--- src/rtl/branch_resolve_unit_if.sv ---
// Bus bundle between the branch resolve unit and its neighbours: branch
// descriptor + comparator flags in, resolution / redirect / statistics out.
interface branch_resolve_unit_if #(
  parameter int unsigned ADDR_W = 32,
  parameter int unsigned IMM_W  = 16,
  parameter int unsigned CNT_W  = 32
);
  // Branch descriptor handshake
  logic              br_valid;
  logic              br_ready;
  logic [2:0]        br_op;
  logic [ADDR_W-1:0] br_pc;
  logic [IMM_W-1:0]  br_imm;
  logic              br_pred_taken;

  // Comparator flags, sampled together with the descriptor
  logic              cmp_equal;
  logic              cmp_lower;
  logic              cmp_greater;

  // Resolution results
  logic              res_valid;
  logic              res_taken;
  logic              res_mispredict;
  logic              flag_error;
  logic              flush;

  // Redirect handshake towards fetch
  logic              redir_valid;
  logic              redir_ready;
  logic [ADDR_W-1:0] redir_pc;

  // Statistics
  logic              clr_stats;
  logic [CNT_W-1:0]  cnt_branches;
  logic [CNT_W-1:0]  cnt_taken;
  logic [CNT_W-1:0]  cnt_mispredict;

  modport master (
    output br_valid, br_op, br_pc, br_imm, br_pred_taken,
    output cmp_equal, cmp_lower, cmp_greater,
    output redir_ready, clr_stats,
    input  br_ready, res_valid, res_taken, res_mispredict, flag_error, flush,
    input  redir_valid, redir_pc,
    input  cnt_branches, cnt_taken, cnt_mispredict
  );

  modport slave (
    input  br_valid, br_op, br_pc, br_imm, br_pred_taken,
    input  cmp_equal, cmp_lower, cmp_greater,
    input  redir_ready, clr_stats,
    output br_ready, res_valid, res_taken, res_mispredict, flag_error, flush,
    output redir_valid, redir_pc,
    output cnt_branches, cnt_taken, cnt_mispredict
  );
endinterface

--- src/rtl/branch_resolve_unit.sv ---
// Resolves branch direction from comparator flags, checks the fetch prediction,
// issues a held redirect plus flush pulse on mispredict and keeps statistics.
module branch_resolve_unit #(
  parameter int unsigned ADDR_W = 32,
  parameter int unsigned IMM_W  = 16,
  parameter int unsigned CNT_W  = 32
) (
  input  logic                 clk,
  input  logic                 rst_n,
  branch_resolve_unit_if.slave bus
);

  localparam int unsigned EXT_W = ADDR_W - IMM_W;

  typedef enum logic [2:0] {
    OP_BEQ = 3'd0,
    OP_BNE = 3'd1,
    OP_BLT = 3'd2,
    OP_BGE = 3'd3,
    OP_BGT = 3'd4,
    OP_BLE = 3'd5,
    OP_JMP = 3'd6,
    OP_RSV = 3'd7
  } br_op_e;

  typedef enum logic [1:0] {
    S_IDLE     = 2'd0,
    S_RESOLVE  = 2'd1,
    S_REDIRECT = 2'd2
  } state_e;

  typedef struct packed {
    logic [ADDR_W-1:0] pc;
    logic [IMM_W-1:0]  imm;
    logic              flags_bad;
  } desc_t;

  state_e            state_q;
  desc_t             desc_q;
  logic              br_ready_q;
  logic              res_valid_q;
  logic              res_taken_q;
  logic              res_mispredict_q;
  logic              flush_q;
  logic              redir_valid_q;
  logic [ADDR_W-1:0] redir_pc_q;
  logic              flag_error_q, flag_error_d;
  logic [CNT_W-1:0]  cnt_branches_q, cnt_branches_d;
  logic [CNT_W-1:0]  cnt_taken_q, cnt_taken_d;
  logic [CNT_W-1:0]  cnt_mispredict_q, cnt_mispredict_d;

  logic              onehot_c;
  logic              taken_c;
  logic              mispredict_c;
  logic [ADDR_W-1:0] imm_ext_c;
  logic [ADDR_W-1:0] fallthrough_c;
  logic [ADDR_W-1:0] target_c;
  logic              in_resolve_c;

  // Direction of the incoming descriptor; resolved at the handshake so the
  // result registers are already valid during the RESOLVE cycle.
  always_comb begin
    onehot_c = (bus.cmp_equal   & ~bus.cmp_lower & ~bus.cmp_greater) |
               (~bus.cmp_equal &  bus.cmp_lower & ~bus.cmp_greater) |
               (~bus.cmp_equal & ~bus.cmp_lower &  bus.cmp_greater);
    taken_c  = 1'b0;
    case (br_op_e'(bus.br_op))
      OP_BEQ:  taken_c = onehot_c &  bus.cmp_equal;
      OP_BNE:  taken_c = onehot_c & ~bus.cmp_equal;
      OP_BLT:  taken_c = onehot_c &  bus.cmp_lower;
      OP_BGE:  taken_c = onehot_c & ~bus.cmp_lower;
      OP_BGT:  taken_c = onehot_c &  bus.cmp_greater;
      OP_BLE:  taken_c = onehot_c & ~bus.cmp_greater;
      OP_JMP:  taken_c = 1'b1;
      OP_RSV:  taken_c = 1'b0;
      default: taken_c = 1'b0;
    endcase
    mispredict_c = taken_c ^ bus.br_pred_taken;
  end

  // Target / fallthrough from the registered descriptor, modulo 2^ADDR_W
  always_comb begin
    imm_ext_c     = {{EXT_W{desc_q.imm[IMM_W-1]}}, desc_q.imm};
    fallthrough_c = desc_q.pc + ADDR_W'(4);
    target_c      = fallthrough_c + (imm_ext_c << 2);
  end

  // Control FSM with registered outputs
  always_ff @(posedge clk or negedge rst_n) begin
    if (!rst_n) begin
      state_q          <= S_IDLE;
      desc_q           <= '0;
      br_ready_q       <= 1'b1;
      res_valid_q      <= 1'b0;
      res_taken_q      <= 1'b0;
      res_mispredict_q <= 1'b0;
      flush_q          <= 1'b0;
      redir_valid_q    <= 1'b0;
      redir_pc_q       <= '0;
    end else begin
      res_valid_q      <= 1'b0;
      res_taken_q      <= 1'b0;
      res_mispredict_q <= 1'b0;
      flush_q          <= 1'b0;
      case (state_q)
        S_IDLE: begin
          if (bus.br_valid) begin
            desc_q.pc        <= bus.br_pc;
            desc_q.imm       <= bus.br_imm;
            desc_q.flags_bad <= ~onehot_c;
            res_valid_q      <= 1'b1;
            res_taken_q      <= taken_c;
            res_mispredict_q <= mispredict_c;
            flush_q          <= mispredict_c;
            br_ready_q       <= 1'b0;
            state_q          <= S_RESOLVE;
          end
        end
        S_RESOLVE: begin
          if (res_mispredict_q) begin
            redir_valid_q <= 1'b1;
            redir_pc_q    <= res_taken_q ? target_c : fallthrough_c;
            state_q       <= S_REDIRECT;
          end else begin
            br_ready_q    <= 1'b1;
            state_q       <= S_IDLE;
          end
        end
        S_REDIRECT: begin
          if (bus.redir_ready) begin
            redir_valid_q <= 1'b0;
            br_ready_q    <= 1'b1;
            state_q       <= S_IDLE;
          end
        end
        default: begin
          redir_valid_q <= 1'b0;
          br_ready_q    <= 1'b1;
          state_q       <= S_IDLE;
        end
      endcase
    end
  end

  // Saturating statistics; a same-cycle clear overrides any increment
  always_comb begin
    in_resolve_c     = (state_q == S_RESOLVE);
    cnt_branches_d   = cnt_branches_q;
    cnt_taken_d      = cnt_taken_q;
    cnt_mispredict_d = cnt_mispredict_q;
    flag_error_d     = flag_error_q;
    if (bus.clr_stats) begin
      cnt_branches_d   = '0;
      cnt_taken_d      = '0;
      cnt_mispredict_d = '0;
      flag_error_d     = 1'b0;
    end else if (in_resolve_c) begin
      if (cnt_branches_q != {CNT_W{1'b1}})
        cnt_branches_d = cnt_branches_q + CNT_W'(1);
      if (res_taken_q && (cnt_taken_q != {CNT_W{1'b1}}))
        cnt_taken_d = cnt_taken_q + CNT_W'(1);
      if (res_mispredict_q && (cnt_mispredict_q != {CNT_W{1'b1}}))
        cnt_mispredict_d = cnt_mispredict_q + CNT_W'(1);
      if (desc_q.flags_bad)
        flag_error_d = 1'b1;
    end
  end

  always_ff @(posedge clk or negedge rst_n) begin
    if (!rst_n) begin
      cnt_branches_q   <= '0;
      cnt_taken_q      <= '0;
      cnt_mispredict_q <= '0;
      flag_error_q     <= 1'b0;
    end else begin
      cnt_branches_q   <= cnt_branches_d;
      cnt_taken_q      <= cnt_taken_d;
      cnt_mispredict_q <= cnt_mispredict_d;
      flag_error_q     <= flag_error_d;
    end
  end

  assign bus.br_ready       = br_ready_q;
  assign bus.res_valid      = res_valid_q;
  assign bus.res_taken      = res_taken_q;
  assign bus.res_mispredict = res_mispredict_q;
  assign bus.flush          = flush_q;
  assign bus.redir_valid    = redir_valid_q;
  assign bus.redir_pc       = redir_pc_q;
  assign bus.flag_error     = flag_error_q;
  assign bus.cnt_branches   = cnt_branches_q;
  assign bus.cnt_taken      = cnt_taken_q;
  assign bus.cnt_mispredict = cnt_mispredict_q;

endmodule

--- src/flat_wrapper.sv ---
// flat-port wrapper written by rule: the top's interface ports become plain ports
module branch_resolve_unit_flat 
#(
  parameter int unsigned ADDR_W = 32,
  parameter int unsigned IMM_W  = 16,
  parameter int unsigned CNT_W  = 32
)
  (clk, rst_n, bus_br_valid, bus_br_op, bus_br_pc, bus_br_imm, bus_br_pred_taken, bus_cmp_equal, bus_cmp_lower, bus_cmp_greater, bus_redir_ready, bus_clr_stats, bus_br_ready, bus_res_valid, bus_res_taken, bus_res_mispredict, bus_flag_error, bus_flush, bus_redir_valid, bus_redir_pc, bus_cnt_branches, bus_cnt_taken, bus_cnt_mispredict);
  branch_resolve_unit_if #(.ADDR_W(ADDR_W), .IMM_W(IMM_W), .CNT_W(CNT_W)) bus_i ();
  input  logic clk;
  input  logic rst_n;
  input wire logic [$bits(bus_i.br_valid)-1:0] bus_br_valid;
  input wire logic [$bits(bus_i.br_op)-1:0] bus_br_op;
  input wire logic [$bits(bus_i.br_pc)-1:0] bus_br_pc;
  input wire logic [$bits(bus_i.br_imm)-1:0] bus_br_imm;
  input wire logic [$bits(bus_i.br_pred_taken)-1:0] bus_br_pred_taken;
  input wire logic [$bits(bus_i.cmp_equal)-1:0] bus_cmp_equal;
  input wire logic [$bits(bus_i.cmp_lower)-1:0] bus_cmp_lower;
  input wire logic [$bits(bus_i.cmp_greater)-1:0] bus_cmp_greater;
  input wire logic [$bits(bus_i.redir_ready)-1:0] bus_redir_ready;
  input wire logic [$bits(bus_i.clr_stats)-1:0] bus_clr_stats;
  output wire logic [$bits(bus_i.br_ready)-1:0] bus_br_ready;
  output wire logic [$bits(bus_i.res_valid)-1:0] bus_res_valid;
  output wire logic [$bits(bus_i.res_taken)-1:0] bus_res_taken;
  output wire logic [$bits(bus_i.res_mispredict)-1:0] bus_res_mispredict;
  output wire logic [$bits(bus_i.flag_error)-1:0] bus_flag_error;
  output wire logic [$bits(bus_i.flush)-1:0] bus_flush;
  output wire logic [$bits(bus_i.redir_valid)-1:0] bus_redir_valid;
  output wire logic [$bits(bus_i.redir_pc)-1:0] bus_redir_pc;
  output wire logic [$bits(bus_i.cnt_branches)-1:0] bus_cnt_branches;
  output wire logic [$bits(bus_i.cnt_taken)-1:0] bus_cnt_taken;
  output wire logic [$bits(bus_i.cnt_mispredict)-1:0] bus_cnt_mispredict;
  assign bus_i.br_valid = bus_br_valid;
  assign bus_i.br_op = bus_br_op;
  assign bus_i.br_pc = bus_br_pc;
  assign bus_i.br_imm = bus_br_imm;
  assign bus_i.br_pred_taken = bus_br_pred_taken;
  assign bus_i.cmp_equal = bus_cmp_equal;
  assign bus_i.cmp_lower = bus_cmp_lower;
  assign bus_i.cmp_greater = bus_cmp_greater;
  assign bus_i.redir_ready = bus_redir_ready;
  assign bus_i.clr_stats = bus_clr_stats;
  assign bus_br_ready = bus_i.br_ready;
  assign bus_res_valid = bus_i.res_valid;
  assign bus_res_taken = bus_i.res_taken;
  assign bus_res_mispredict = bus_i.res_mispredict;
  assign bus_flag_error = bus_i.flag_error;
  assign bus_flush = bus_i.flush;
  assign bus_redir_valid = bus_i.redir_valid;
  assign bus_redir_pc = bus_i.redir_pc;
  assign bus_cnt_branches = bus_i.cnt_branches;
  assign bus_cnt_taken = bus_i.cnt_taken;
  assign bus_cnt_mispredict = bus_i.cnt_mispredict;
  branch_resolve_unit #(.ADDR_W(ADDR_W), .IMM_W(IMM_W), .CNT_W(CNT_W)) u_core (.clk(clk), .rst_n(rst_n), .bus(bus_i));
endmodule
--- config.mk ---
export PLATFORM = sky130hd
export DESIGN_NAME = branch_resolve_unit_flat
export DESIGN_NICKNAME = d
export VERILOG_FILES = /design/src/rtl/branch_resolve_unit_if.sv /design/src/rtl/branch_resolve_unit.sv /design/src/flat_wrapper.sv
export SDC_FILE = /design/constraint.sdc
export NUM_CORES = 1
export LEC_CHECK = 0
export ABC_CLOCK_PERIOD_IN_PS = 6800
export CAP_MARGIN = 20
export CORE_AREA = 3 3 139 168
export DETAILED_ROUTE_END_ITERATION = 16
export DIE_AREA = 0 0 142 171
export PLACE_DENSITY = 0.74
export SYNTH_ARGS = -nofsm -noshare
export SYNTH_HDL_FRONTEND = slang
export SYNTH_SLANG_ARGS = --single-unit
--- constraint.sdc ---
create_clock -name clk -period 6.8 [get_ports clk]
set_input_delay 1.02 -clock clk [delete_from_list [all_inputs] [get_ports clk]]
set_output_delay 1.02 -clock clk [all_outputs]
set_load 0.01 [all_outputs]
Word-level counts from Yosys, hierarchy flattened
Cells that the tools add are included.
{"block": "totals", "input_bits": 60, "word_cells": 104, "reg_bits": 185}
{"block": "classes", "n_addsub": 5, "n_bitwise": 20, "n_mux": 31, "n_reduce_logical": 18, "eq_ne": 16}
{"cell": "32-bit two-way mux", "count": 10}
{"cell": "32-bit by 1-bit adder with 32-bit output (second input constant)", "count": 3}
{"cell": "32-bit != test (second input constant)", "count": 3}
{"cell": "32-bit by 3-bit adder with 32-bit output (second input constant)", "count": 1}
{"cell": "32-bit adder", "count": 1}
{"cell": "1-bit two-way mux", "count": 14}
{"cell": "2-bit AND reduction", "count": 7}
{"cell": "1-bit bitwise AND", "count": 12}
{"cell": "3-bit equality test (second input constant)", "count": 4}
{"cell": "2-bit nonzero test", "count": 5}
{"cell": "1-bit case mux with 8 select lines", "count": 1}
{"cell": "3-bit by 2-bit equality test with 1-bit output (second input constant)", "count": 2}
{"cell": "2-bit two-way mux", "count": 3}
{"cell": "2-bit != test (second input constant)", "count": 3}
{"cell": "1-bit case mux with 3 select lines", "count": 2}
{"cell": "2-bit case mux with 3 select lines", "count": 1}
{"cell": "3-bit AND reduction", "count": 2}
{"cell": "1-bit inverter", "count": 5}
{"cell": "3-bit by 1-bit equality test with 1-bit output (second input constant)", "count": 1}
{"cell": "3-bit zero test", "count": 1}
{"cell": "2-bit by 1-bit equality test with 1-bit output (second input constant)", "count": 1}
{"cell": "2-bit equality test (second input constant)", "count": 1}
{"cell": "1-bit logical AND", "count": 2}
{"cell": "2-bit zero test", "count": 1}
{"cell": "3 further kinds", "count": 4}

Longest topological paths before layout
{"block": "depth", "depth_word": 10, "mapped_depth": 17}

Least setup slack after synthesis
OpenSTA, ideal clock, no wires.
{"block": "synth_path", "kind": "register to register", "from": "register u_core.desc_q[22] (netlist bit)", "to": "register u_core.redir_pc_q[28] (netlist: u_core.bus.redir_pc[28])", "t_required_ps": 6679, "n_path_buf": 1, "synth_period_minus_slack_ps": 3500, "arrival_ps": 3380, "stages_incl_launch_ff": 18, "slack_ps": 3300, "cell_sequence": "dfrtp_1 > and4_1 > nand2_1 > or3_1 > nor2b_1 > nand2_1 > xnor2_1 > ha_1 > buf_6 > inv_1 > o21bai_1 > a21o_1 > a21o_1 > a211oi_1 > nor2_1 > or4_1 > a31oi_1 > o21ai_1"}
{"block": "synth_via", "elab_chain_cells": 3}
{"element": "start: declaration", "line_no": "branch_resolve_unit.sv:39", "rtl": "desc_t desc_q;"}
{"element": "32-bit by 3-bit adder with 32-bit output *", "line_no": "branch_resolve_unit.sv:84", "rtl": "fallthrough_c = desc_q.pc + ADDR_W'(4);"}
{"element": "32-bit adder", "line_no": "branch_resolve_unit.sv:85", "rtl": "target_c = fallthrough_c + (imm_ext_c << 2);"}
{"element": "32-bit two-way mux *", "line_no": "branch_resolve_unit.sv:122", "rtl": "redir_pc_q <= res_taken_q ? target_c : fallthrough_c;"}
{"element": "end signal: assignment", "line_no": "branch_resolve_unit.sv:122"}
{"element": "end: declaration", "line_no": "branch_resolve_unit.sv:46", "rtl": "logic [ADDR_W-1:0] redir_pc_q;"}
Mark *: on every way between the ends. The rest lies on a longest branch, timed or not.
A chain may end at the register's enable or synchronous reset.

Worst setup path after layout
{"block": "layout_path", "from": "register u_core.desc_q[22] (netlist bit)", "to": "register u_core.redir_pc_q[31] (netlist: u_core.bus.redir_pc[31])"}
Same word-level chain as after synthesis.

==> qor.tcl <==
set qor(num_antenna_cells) 0
set qor(drt_wl_total_mm) 26.2
set qor(timing.fmax_mhz) 257
set qor(floorplan.initialDensity_pct) 48.8
set qor(via_count_of_the_first_global_routing_pass) 8605
set qor(fill_cells) 1899
set qor(i_o_pin_count) 195
set qor(critical_path_arrival_ns) 4.19
set qor(mappedNetlistArea_um2) 10600
set qor(post_synth_inst_count) 1209
set qor(post-route-drc-count) 0
set qor(routed_via_count) 8999
set qor(synth_top_cells_by_count) {253 x sky130_fd_sc_hd__nand2_1, 184 x sky130_fd_sc_hd__dfrtp_1, 147 x sky130_fd_sc_hd__nor2_1}
set qor(run_status) {complete, no violations}
set qor(core_um2) 21800
set qor(share_of_final_layout_standard_cells_stronger_than_drive_strength_1_pct) 5.20
set qor(cts_post_setup_buffers_inserted) 0
set qor(report.power.total_mw) 3.52
set qor(final_nets) 1492
set qor(final_cell_count_no_fill) 1677
set qor(first_iter_violations) 666
set qor(r2r-start) {u_core.desc_q[22]}
set qor(layout-area-overhead-vs-synth_pct) 26.0
set qor(tightestPinTransition_ns) 1.08
set qor(h-tree-depth) 4
set qor(die_y_um) 171
set qor(drtPass1Iterations) 5
set qor(hpwlAfterDp_mm) 19.0
set qor(die_area_um2) 24300
set qor(clock-sinks) 185
set qor(ys.flop_type) {sky130_fd_sc_hd__dfrtp_1}
set qor(io_buffers) 194
set qor(ff_latch_area_um2) 4630
set qor(synth.top_cell.area_share_pct) 43.3
set qor(cts.path.max_buffers) 2
set qor(clkLatencyLatePin_ns) 0.44
set qor(final.setup.tns_ns) 0
set qor(critical_path.startpoint_type) {register}
set qor(post_synth_top_area_cell) {sky130_fd_sc_hd__dfrtp_1}
set qor(synth.most_common_cell) {sky130_fd_sc_hd__nand2_1}
set qor(synthesis.yosys.warnings) 0
set qor(num_rows) 59
set qor(place.detailed.instances) 1644
set qor(post_synthesis_area_per_instance_um2) 8.79
set qor(route.antenna.remaining_nets) 0
set qor(hold_viol) 0
set qor(initial_antenna_violation_count) 0
set qor(clk_pin_slew_worst_paths_ns) 0.08
set qor(grt_first_pass_wirelength_mm) 43.1
set qor(grt_start_max_net_pins) 113
set qor(cts_hold_buf) 0
set qor(timing.setup.critical_path_class) {reg2reg}
set qor(setup-violations-final) 0
set qor(yosys_register_bits) 185
set qor(crit_start) {u_core.desc_q[22]}
set qor(hp-class) {in2async}
set qor(leakage_nw) 5.88
set qor(postCtsResizedCells) 0
set qor(synth_edf_count) 0
set qor(final_period_minus_worst_setup_slack_ns) 3.89
set qor(gp_congestion) 0.904
set qor(groute.usage.overall_pct) 21.7
set qor(grt_overflow) 0
set qor(combined_area_of_the_multi_input_logic_cells_um2) 5700
set qor(detail_route.vias_per_cell) 5.37
set qor(timing.final.crit_share_pct) 57.2
set qor(cts_buffers) 17
set qor(netlist_top_cells_area) {sky130_fd_sc_hd__dfrtp_1 43%, sky130_fd_sc_hd__nand2_1 8.9%, sky130_fd_sc_hd__xor2_1 6.8%, sky130_fd_sc_hd__nor2_1 5.2%, sky130_fd_sc_hd__ha_1 4.8%}
set qor(clockRootBuffer) {sky130_fd_sc_hd__clkbuf_16}
set qor(skew_ns) 0.0141
set qor(worst_path_required_ns) 7.09
set qor(cts_tree) {yes}
set qor(vdd_ir_drop_max_v) 0.000177
set qor(worst_setup_path_end_kind) {register}
set qor(drv_slew) 0
set qor(max_slew_margin_pct) 28.1
set qor(synthArstFlopShare_pct) 100
set qor(average_wire_per_standard_cell_um) 15.6
set qor(synthesis.nets) 1311
set qor(post_synth_num_cell_types) 74
set qor(cp_max_fo) 8
set qor(synth_seq_area_share_pct) 43.6
set qor(die_width_um) 142
set qor(rsz0062_at_grt) {no}
set qor(cap_viol_max_count) 0
set qor(power_density_nw_per_um2) 263
worst paths after layout:
kind,to,slack (ns),depth (start not counted)
max,u_core.bus.redir_pc[31],2.91,15
min,u_core.bus.cnt_mispredict[19],0.46,1
max reg2reg,u_core.bus.redir_pc[31],2.91,15
min reg2reg,u_core.bus.redir_pc[1],0.48,2
max in group asynchronous,u_core.bus.cnt_branches[14],5.04,2
min in group clk,u_core.bus.redir_pc[1],0.48,2
flip-flops by register name, indices dropped and copies added (netlist names):
register	count
u_core.bus.flag_error	1
u_core.bus.br_ready	1
u_core.bus.cnt_branches	32
u_core.state_q	2
u_core.bus.redir_valid	1
u_core.bus.res_valid	1
u_core.bus.redir_pc	32
u_core.bus.cnt_mispredict	32
u_core.bus.res_taken	1
u_core.bus.cnt_taken	32
u_core.desc_q	49
u_core.bus.res_mispredict	1
critical path, cell delays in order (launching register included):
cell                       delay (ns)
sky130_fd_sc_hd__dfrtp_1         0.44
sky130_fd_sc_hd__and4_1          0.24
sky130_fd_sc_hd__nand2_1         0.15
sky130_fd_sc_hd__or3_1           0.45
sky130_fd_sc_hd__nor2b_1         0.22
sky130_fd_sc_hd__nand2_1         0.10
sky130_fd_sc_hd__xnor2_1         0.21
sky130_fd_sc_hd__ha_1            0.36
sky130_fd_sc_hd__a211oi_1        0.28
sky130_fd_sc_hd__nor2_1          0.10
sky130_fd_sc_hd__o31ai_1         0.27
sky130_fd_sc_hd__nand4_1         0.18
sky130_fd_sc_hd__a31oi_1         0.30
sky130_fd_sc_hd__o311ai_0        0.17
sky130_fd_sc_hd__xnor2_1         0.21
sky130_fd_sc_hd__o21ai_1         0.07
logic make-up after synthesis:
logic type                 Yosys count  share of synthesized area [%]
and+or+nand+nor                    589                           25.5
DFF                                185                           43.6
AOI/OAI and AO/OA                  178                           10.7
xor gates and xnor gates           137                           11.3
buffers and inverters               67                           2.83
adders and majority gates           42                           5.02
muxes                               11                           1.04
area by class of cell:
type                    instances  share of cell area (%)
inverters                      27                   0.757
multi-input cells             957                    42.6
clock buffers                  17                    3.18
flip-flops and latches        185                    34.6
well taps                     274                    2.56
repair buffers                202                    15.1
clock inverters                15                    1.24
per-layer routing:
metal | up-vias | track usage, % | wire [um]
met2 | 218 | 36.9 | 12800
met5 | - | 0 | 0
met4 | 0 | 6.05 | 466
met3 | 34 | 3.33 | 1020
met1 | 4252 | 28.8 | 11900
li1 | 4495 | - | -
stage by stage:
| stage | cell area [um^2] | hold slack, ns | utilization, % | setup WS [ns] |
|---|---|---|---|---|
| 4_1_cts | 13400 | 0.480 | 61.3 | 2.93 |
| 3_3_place_gp | 12800 | 0.453 | 58.6 | 3.08 |
| 6_report | 13400 | 0.459 | 61.5 | 2.91 |
| 3_5_place_dp | 12800 | 0.461 | 58.6 | 2.96 |
| 2_1_floorplan | 10600 | 0.439 | - | 3.30 |
| 5_1_grt | 13400 | 0.463 | 61.5 | 2.62 |
layout by cell type (no fill, tap or decap), types with 7 or more instances in the layout:
| master | netlist | layout |
|---|---|---|
| sky130_fd_sc_hd__nand2_1 | 253 | 252 |
| sky130_fd_sc_hd__clkdlybuf4s50_1 | 0 | 192 |
| sky130_fd_sc_hd__dfrtp_1 | 184 | 184 |
| sky130_fd_sc_hd__nor2_1 | 147 | 147 |
| sky130_fd_sc_hd__xor2_1 | 82 | 82 |
| sky130_fd_sc_hd__a21oi_1 | 56 | 56 |
| sky130_fd_sc_hd__xnor2_1 | 55 | 55 |
| sky130_fd_sc_hd__o21ai_0 | 49 | 49 |
| sky130_fd_sc_hd__nand3_1 | 47 | 47 |
| sky130_fd_sc_hd__ha_1 | 41 | 41 |
| sky130_fd_sc_hd__nand4_1 | 32 | 32 |
| sky130_fd_sc_hd__inv_1 | 25 | 25 |
| sky130_fd_sc_hd__nor3_1 | 18 | 18 |
| sky130_fd_sc_hd__and3_1 | 17 | 17 |
| sky130_fd_sc_hd__clkbuf_16 | 0 | 17 |
| sky130_fd_sc_hd__a21o_1 | 15 | 15 |
| sky130_fd_sc_hd__and4_1 | 13 | 13 |
| sky130_fd_sc_hd__mux2i_1 | 11 | 11 |
| sky130_fd_sc_hd__or3_1 | 9 | 9 |
| sky130_fd_sc_hd__nand2b_1 | 8 | 8 |
| sky130_fd_sc_hd__nor3_2 | 8 | 8 |
| sky130_fd_sc_hd__and2_1 | 8 | 8 |
| sky130_fd_sc_hd__a31oi_1 | 8 | 8 |
| sky130_fd_sc_hd__buf_4 | 2 | 8 |
| sky130_fd_sc_hd__o211ai_1 | 7 | 7 |
where the power goes:
group | switching [mW] | internal (mW)
Clock | 0.497 | 0.497
Combinational | 0.611 | 0.534
Sequential | 0.128 | 1.26
Total | 1.24 | 2.29
No activity file was read; power rests on OpenSTA's default activity.
